--- src/rtl/piso_serializer.sv ---
// piso_serializer: parallel-in serial-out serializer feeding the serial input
// of a downstream shift register. A word accepted over a valid/ready handshake
// is emitted one bit per clock with a frame-start marker and a valid qualifier.
// An idle gap of GAP_CYCLES follows each frame.
// Optional feature: define PISO_SERIALIZER_PARITY_EN to append an even-parity
// bit after the last data bit of every frame.

module piso_serializer #(
    parameter int WIDTH      = 4,
    parameter int MSB_FIRST  = 1,
    parameter int GAP_CYCLES = 1
) (
    input  logic             clk,
    input  logic             clr,
    input  logic [WIDTH-1:0] din,
    input  logic             din_valid,
    output logic             din_ready,
    output logic             sout,
    output logic             sout_valid,
    output logic             frame_start,
    output logic             busy
);

`ifdef PISO_SERIALIZER_PARITY_EN
    localparam int FRAME_LEN = WIDTH + 1;
`else
    localparam int FRAME_LEN = WIDTH;
`endif

    localparam int CNT_W = $clog2(WIDTH + 2);

    // Index of the final bit of a frame (data or parity).
    localparam logic [CNT_W-1:0] LAST_BIT = CNT_W'(FRAME_LEN - 1);

`ifdef PISO_SERIALIZER_PARITY_EN
    // Index of the final data bit; the parity bit follows it.
    localparam logic [CNT_W-1:0] DATA_LAST = CNT_W'(WIDTH - 1);
`endif

    // Gap counter value on the final idle cycle (unused when there is no gap).
    localparam logic [3:0] LAST_GAP = 4'((GAP_CYCLES == 0) ? 0 : GAP_CYCLES - 1);

    typedef enum logic [1:0] {
        IDLE,
        SHIFT,
        GAP
    } state_t;

    state_t           r_state;
    logic [WIDTH-1:0] r_shift;
    logic [CNT_W-1:0] r_bitCnt;
    logic [3:0]       r_gapCnt;
    logic             r_sout;
    logic             r_soutValid;
    logic             r_frameStart;
`ifdef PISO_SERIALIZER_PARITY_EN
    logic             r_parity;
`endif

    logic [WIDTH-1:0] w_shifted;
    logic             w_nextBit;
    logic             w_firstBit;

    assign din_ready   = (r_state == IDLE) && !clr;
    assign busy        = (r_state != IDLE);
    assign sout        = r_sout;
    assign sout_valid  = r_soutValid;
    assign frame_start = r_frameStart;

    // Shift toward the output end (zero fill) and pick the bit that lands there.
    always_comb begin
        w_shifted  = '0;
        w_nextBit  = 1'b0;
        w_firstBit = 1'b0;
        if (MSB_FIRST != 0) begin
            w_shifted  = {r_shift[WIDTH-2:0], 1'b0};
            w_nextBit  = w_shifted[WIDTH-1];
            w_firstBit = din[WIDTH-1];
        end else begin
            w_shifted  = {1'b0, r_shift[WIDTH-1:1]};
            w_nextBit  = w_shifted[0];
            w_firstBit = din[0];
        end
    end

    // Frame FSM: accept in IDLE, emit bits in SHIFT, hold outputs low in GAP.
    always_ff @(posedge clk) begin
        if (clr) begin
            r_state      <= IDLE;
            r_shift      <= '0;
            r_bitCnt     <= '0;
            r_gapCnt     <= '0;
            r_sout       <= 1'b0;
            r_soutValid  <= 1'b0;
            r_frameStart <= 1'b0;
`ifdef PISO_SERIALIZER_PARITY_EN
            r_parity     <= 1'b0;
`endif
        end else begin
            case (r_state)
                IDLE: begin
                    if (din_valid) begin
                        r_shift      <= din;
                        r_bitCnt     <= '0;
                        r_sout       <= w_firstBit;
                        r_soutValid  <= 1'b1;
                        r_frameStart <= 1'b1;
                        r_state      <= SHIFT;
`ifdef PISO_SERIALIZER_PARITY_EN
                        r_parity     <= ^din;
`endif
                    end
                end
                SHIFT: begin
                    r_frameStart <= 1'b0;
                    if (r_bitCnt == LAST_BIT) begin
                        r_sout      <= 1'b0;
                        r_soutValid <= 1'b0;
                        r_gapCnt    <= '0;
                        r_state     <= (GAP_CYCLES == 0) ? IDLE : GAP;
                    end else begin
                        r_shift  <= w_shifted;
                        r_bitCnt <= r_bitCnt + CNT_W'(1);
`ifdef PISO_SERIALIZER_PARITY_EN
                        if (r_bitCnt == DATA_LAST) begin
                            r_sout <= r_parity;
                        end else begin
                            r_sout <= w_nextBit;
                        end
`else
                        r_sout <= w_nextBit;
`endif
                    end
                end
                GAP: begin
                    if (r_gapCnt == LAST_GAP) begin
                        r_state <= IDLE;
                    end else begin
                        r_gapCnt <= r_gapCnt + 4'(1);
                    end
                end
                default: begin
                    r_state <= IDLE;
                end
            endcase
        end
    end

endmodule

--- config.mk ---
export PLATFORM = sky130hd
export DESIGN_NAME = piso_serializer
export DESIGN_NICKNAME = d
export VERILOG_FILES = /design/src/rtl/piso_serializer.sv
export SDC_FILE = /design/constraint.sdc
export NUM_CORES = 1
export LEC_CHECK = 0
export ABC_AREA = 0
export CORE_AREA = 3 3 47 49
export DETAILED_ROUTE_END_ITERATION = 6
export DIE_AREA = 0 0 50 52
export PLACE_DENSITY_LB_ADDON = 0.3
export SYNTH_ARGS = -nofsm -noshare
export SYNTH_HDL_FRONTEND = slang
export SYNTH_SLANG_ARGS = --single-unit
export TNS_END_PERCENT = 20
--- constraint.sdc ---
create_clock -name clk -period 2.25 [get_ports clk]
set_clock_uncertainty 0.1 [all_clocks]
set_input_delay 0.3375 -clock clk [delete_from_list [all_inputs] [get_ports clk]]
set_output_delay 0.3375 -clock clk [all_outputs]
set_load 0.01 [all_outputs]
==> results.json, run 1 <==
{
  "slew_violations": 0,
  "synth-edff-count": 0,
  "finalCritPeriodShare": 0.888,
  "die_height_um": 52,
  "seqCellArea_um2": 300,
  "hpwlAfterDp_mm": 1.16,
  "worst_slack_ns": 0.251,
  "cts_tree": "built",
  "ys_seq_area_frac": 0.370,
  "peakVddDrop_mv": 0.235,
  "dp_slack_ns": 0.377,
  "drt-initial-drc-count": 10,
  "tightest_slew_ns": 0.370,
  "power.leakage_uw": 0.000364,
  "coreArea_um2": 1900,
  "cp_data_arrival_time_ns": 1.56,
  "grt_pass1_vias": 678,
  "crit_type": "flip-flop to output port",
  "nNetsFinal": 119,
  "cts_inserted_buffers": 3,
  "grt_antenna_before_repair": 0,
  "finalHoldViolations": 0,
  "rsz0062_at_grt": "no",
  "grt_pass1_wl_mm": 2.88,
  "final_util": 0.521,
  "ys_types": 33,
  "ctsResizeCount": 0,
  "outcome": "finished, final reports clean",
  "worst-path-max-fanout": 4,
  "crit_path_start_kind": "flip-flop",
  "drt.antenna.violating_nets": 0,
  "fin_setup_tns_ns": 0,
  "gp_congestion": 0.711,
  "die_w_um": 50,
  "path_clk_slew_ns": 0.09,
  "hold_class": "flip-flop to flip-flop",
  "ys_async_sr_fraction": 0,
  "synth_fp_nets": 103,
  "via_count": 727,
  "max_freq_mhz": 500,
  "end_kind": "output port",
  "met1_length_um": 847,
  "avgRoutedWirePerCell_um": 12.2,
  "yosys_register_bits": 15,
  "multiInputGateArea_um2": 453,
  "io_buffers": 11,
  "ioPinCount": 12,
  "powerDensity_nw_per_um2": 544,
  "drt_wl_total_mm": 1.62,
  "netlist_instances": 91,
  "syn_area_um2": 812,
  "cts_setup_buffers": 0,
  "min_period_ns": 2.00,
  "slew-limit-headroom": 0.747,
  "clock-sinks": 15,
  "r2r.worst_path.cells": 5,
  "synth.avg_cell_area_um2": 8.92,
  "track_usage": 0.146,
  "grt_max_degree": 16,
  "synth_warnings": 0,
  "design.die.area_um2": 2600,
  "start_util": 0.427,
  "cts_buffer_depth": 2,
  "cap_violations": 0,
  "firstDrtPassIters": 4,
  "postCtsHoldBufs": 0,
  "ys.flop_type": "dfxtp_1",
  "wl_met2_um": 674,
  "routed.top_layer": "met4",
  "wl_met3_um": 73,
  "min_delay_path_depth": 2,
  "gr-total-overflow": 0,
  "rows": 16,
  "setup_violations": 0,
  "clockRootBuffer": "clkbuf_4",
  "drcViolationCount": 0,
  "cts-htree-levels": 1,
  "n_antenna_cell": 0,
  "drive_gt1_frac": 0.151,
  "nFillCells": 186,
  "syn2layout_area_growth_pct": 22.0,
  "clk_latency_ns": 0.29,
  "routed_via_density": 5.47,
  "required_ns": 1.81
}
==> path summary, 6_finish.rpt <==
check | slack, ns | startpoint | to
worst min-delay path | 0.38 | r_shift[1] | r_shift[1]
worst max register to register | 0.47 | r_bitCnt[0] | r_shift[1]
worst min register to register | 0.38 | r_shift[1] | r_shift[1]
worst max-delay path | 0.25 | r_state[0] | din_ready
==> cells in the final DEF, fill, tap and decap left out, types with 2 or more instances in the layout <==
cell / n
nand2b_1: 3
clkdlybuf4s50_1: 11
a2111oi_0: 2
inv_1: 10
a21o_1: 3
a31o_2: 2
nand2_1: 5
a2111oi_2: 2
a31oi_1: 3
nor2_1: 6
nand3_1: 4
o21ai_0: 2
o221a_2: 2
nor2b_1: 2
ha_1: 5
buf_4: 4
nor4_1: 3
clkbuf_4: 3
a21oi_1: 4
nor3b_1: 2
dfxtp_1: 15
==> sequential cells by signal, summed over array words and instances, names as in the netlist <==
signal       count
r_shift          3
r_bitCnt         3
r_gapCnt         4
r_state          2
sout             1
frame_start      1
sout_valid       1
==> where the power goes <==
| part | internal [uW] | switching (uW) | total [uW] |
|---|---|---|---|
| Clock | 68.9 | 89.1 | 158 |
| Combinational | 50.0 | 44.2 | 94.1 |
| Sequential | 279 | 8.09 | 287 |
| Total | 398 | 141 | 539 |
==> through the flow <==
step           hold slack, ns  total power, uW  cells  instance area [um^2]
6_report                0.385              539    133                   991
2_1_floorplan           0.306              346     91                   812
5_1_grt                 0.410              572    133                   991
4_1_cts                 0.385              544    133                   991
3_5_place_dp            0.372              387    129                   965
3_3_place_gp            0.360              385    129                   965
==> logic make-up (layout without fill, tap and decap cells) <==
group | count (synthesis) | after routing | synth area share
and+or+nand+nor | 31 | 31 | 0.214
buffers and inverters | 14 | 29 | 0.0724
AOI/OAI and AO/OA | 26 | 26 | 0.267
DFF | 15 | 15 | 0.370
adders and majority gates | 5 | 5 | 0.0770
==> final cells by class <==
type / instances / share of cell area
sequential: 15 / 0.303
timing repair buffer: 15 / 0.141
tap: 27 / 0.0341
inverter: 10 / 0.0379
multi-input combinational: 62 / 0.457
clock buffer: 4 / 0.0265
==> worst max-delay path: stages, from the launching register on <==
cell,delay (ns)
dfxtp_1,0.31
or2_2,0.33
nor2_1,0.10
clkdlybuf4s50_1,0.54
==> routing by layer <==
layer	global-route usage	up-vias
met3	0.0516	4
met5	0	-
met1	0.187	338
met4	0.0829	0
met2	0.211	14
li1	-	371
==> synthesized netlist by cell type, types with 3 or more instances <==
cell / count / share of area
a21o_1: 3 / 0.028
a21oi_1: 4 / 0.025
a31oi_1: 3 / 0.023
dfxtp_1: 15 / 0.37
ha_1: 5 / 0.077
inv_1: 10 / 0.046
nand2_1: 5 / 0.023
nand2b_1: 3 / 0.023
nand3_1: 4 / 0.025
nor2_1: 6 / 0.028
nor4_1: 3 / 0.023
Note: power is estimated with default switching activity, not from simulation.
==> run 2, diff against run 1 <==
--- a/config.mk
+++ b/config.mk
@@ -13,4 +13,3 @@
 export SYNTH_ARGS = -nofsm -noshare
 export SYNTH_HDL_FRONTEND = slang
 export SYNTH_SLANG_ARGS = --single-unit
-export TNS_END_PERCENT = 20
==> results of run 2 <==
Final layout, timing and power as in run 1 (identical DEF).
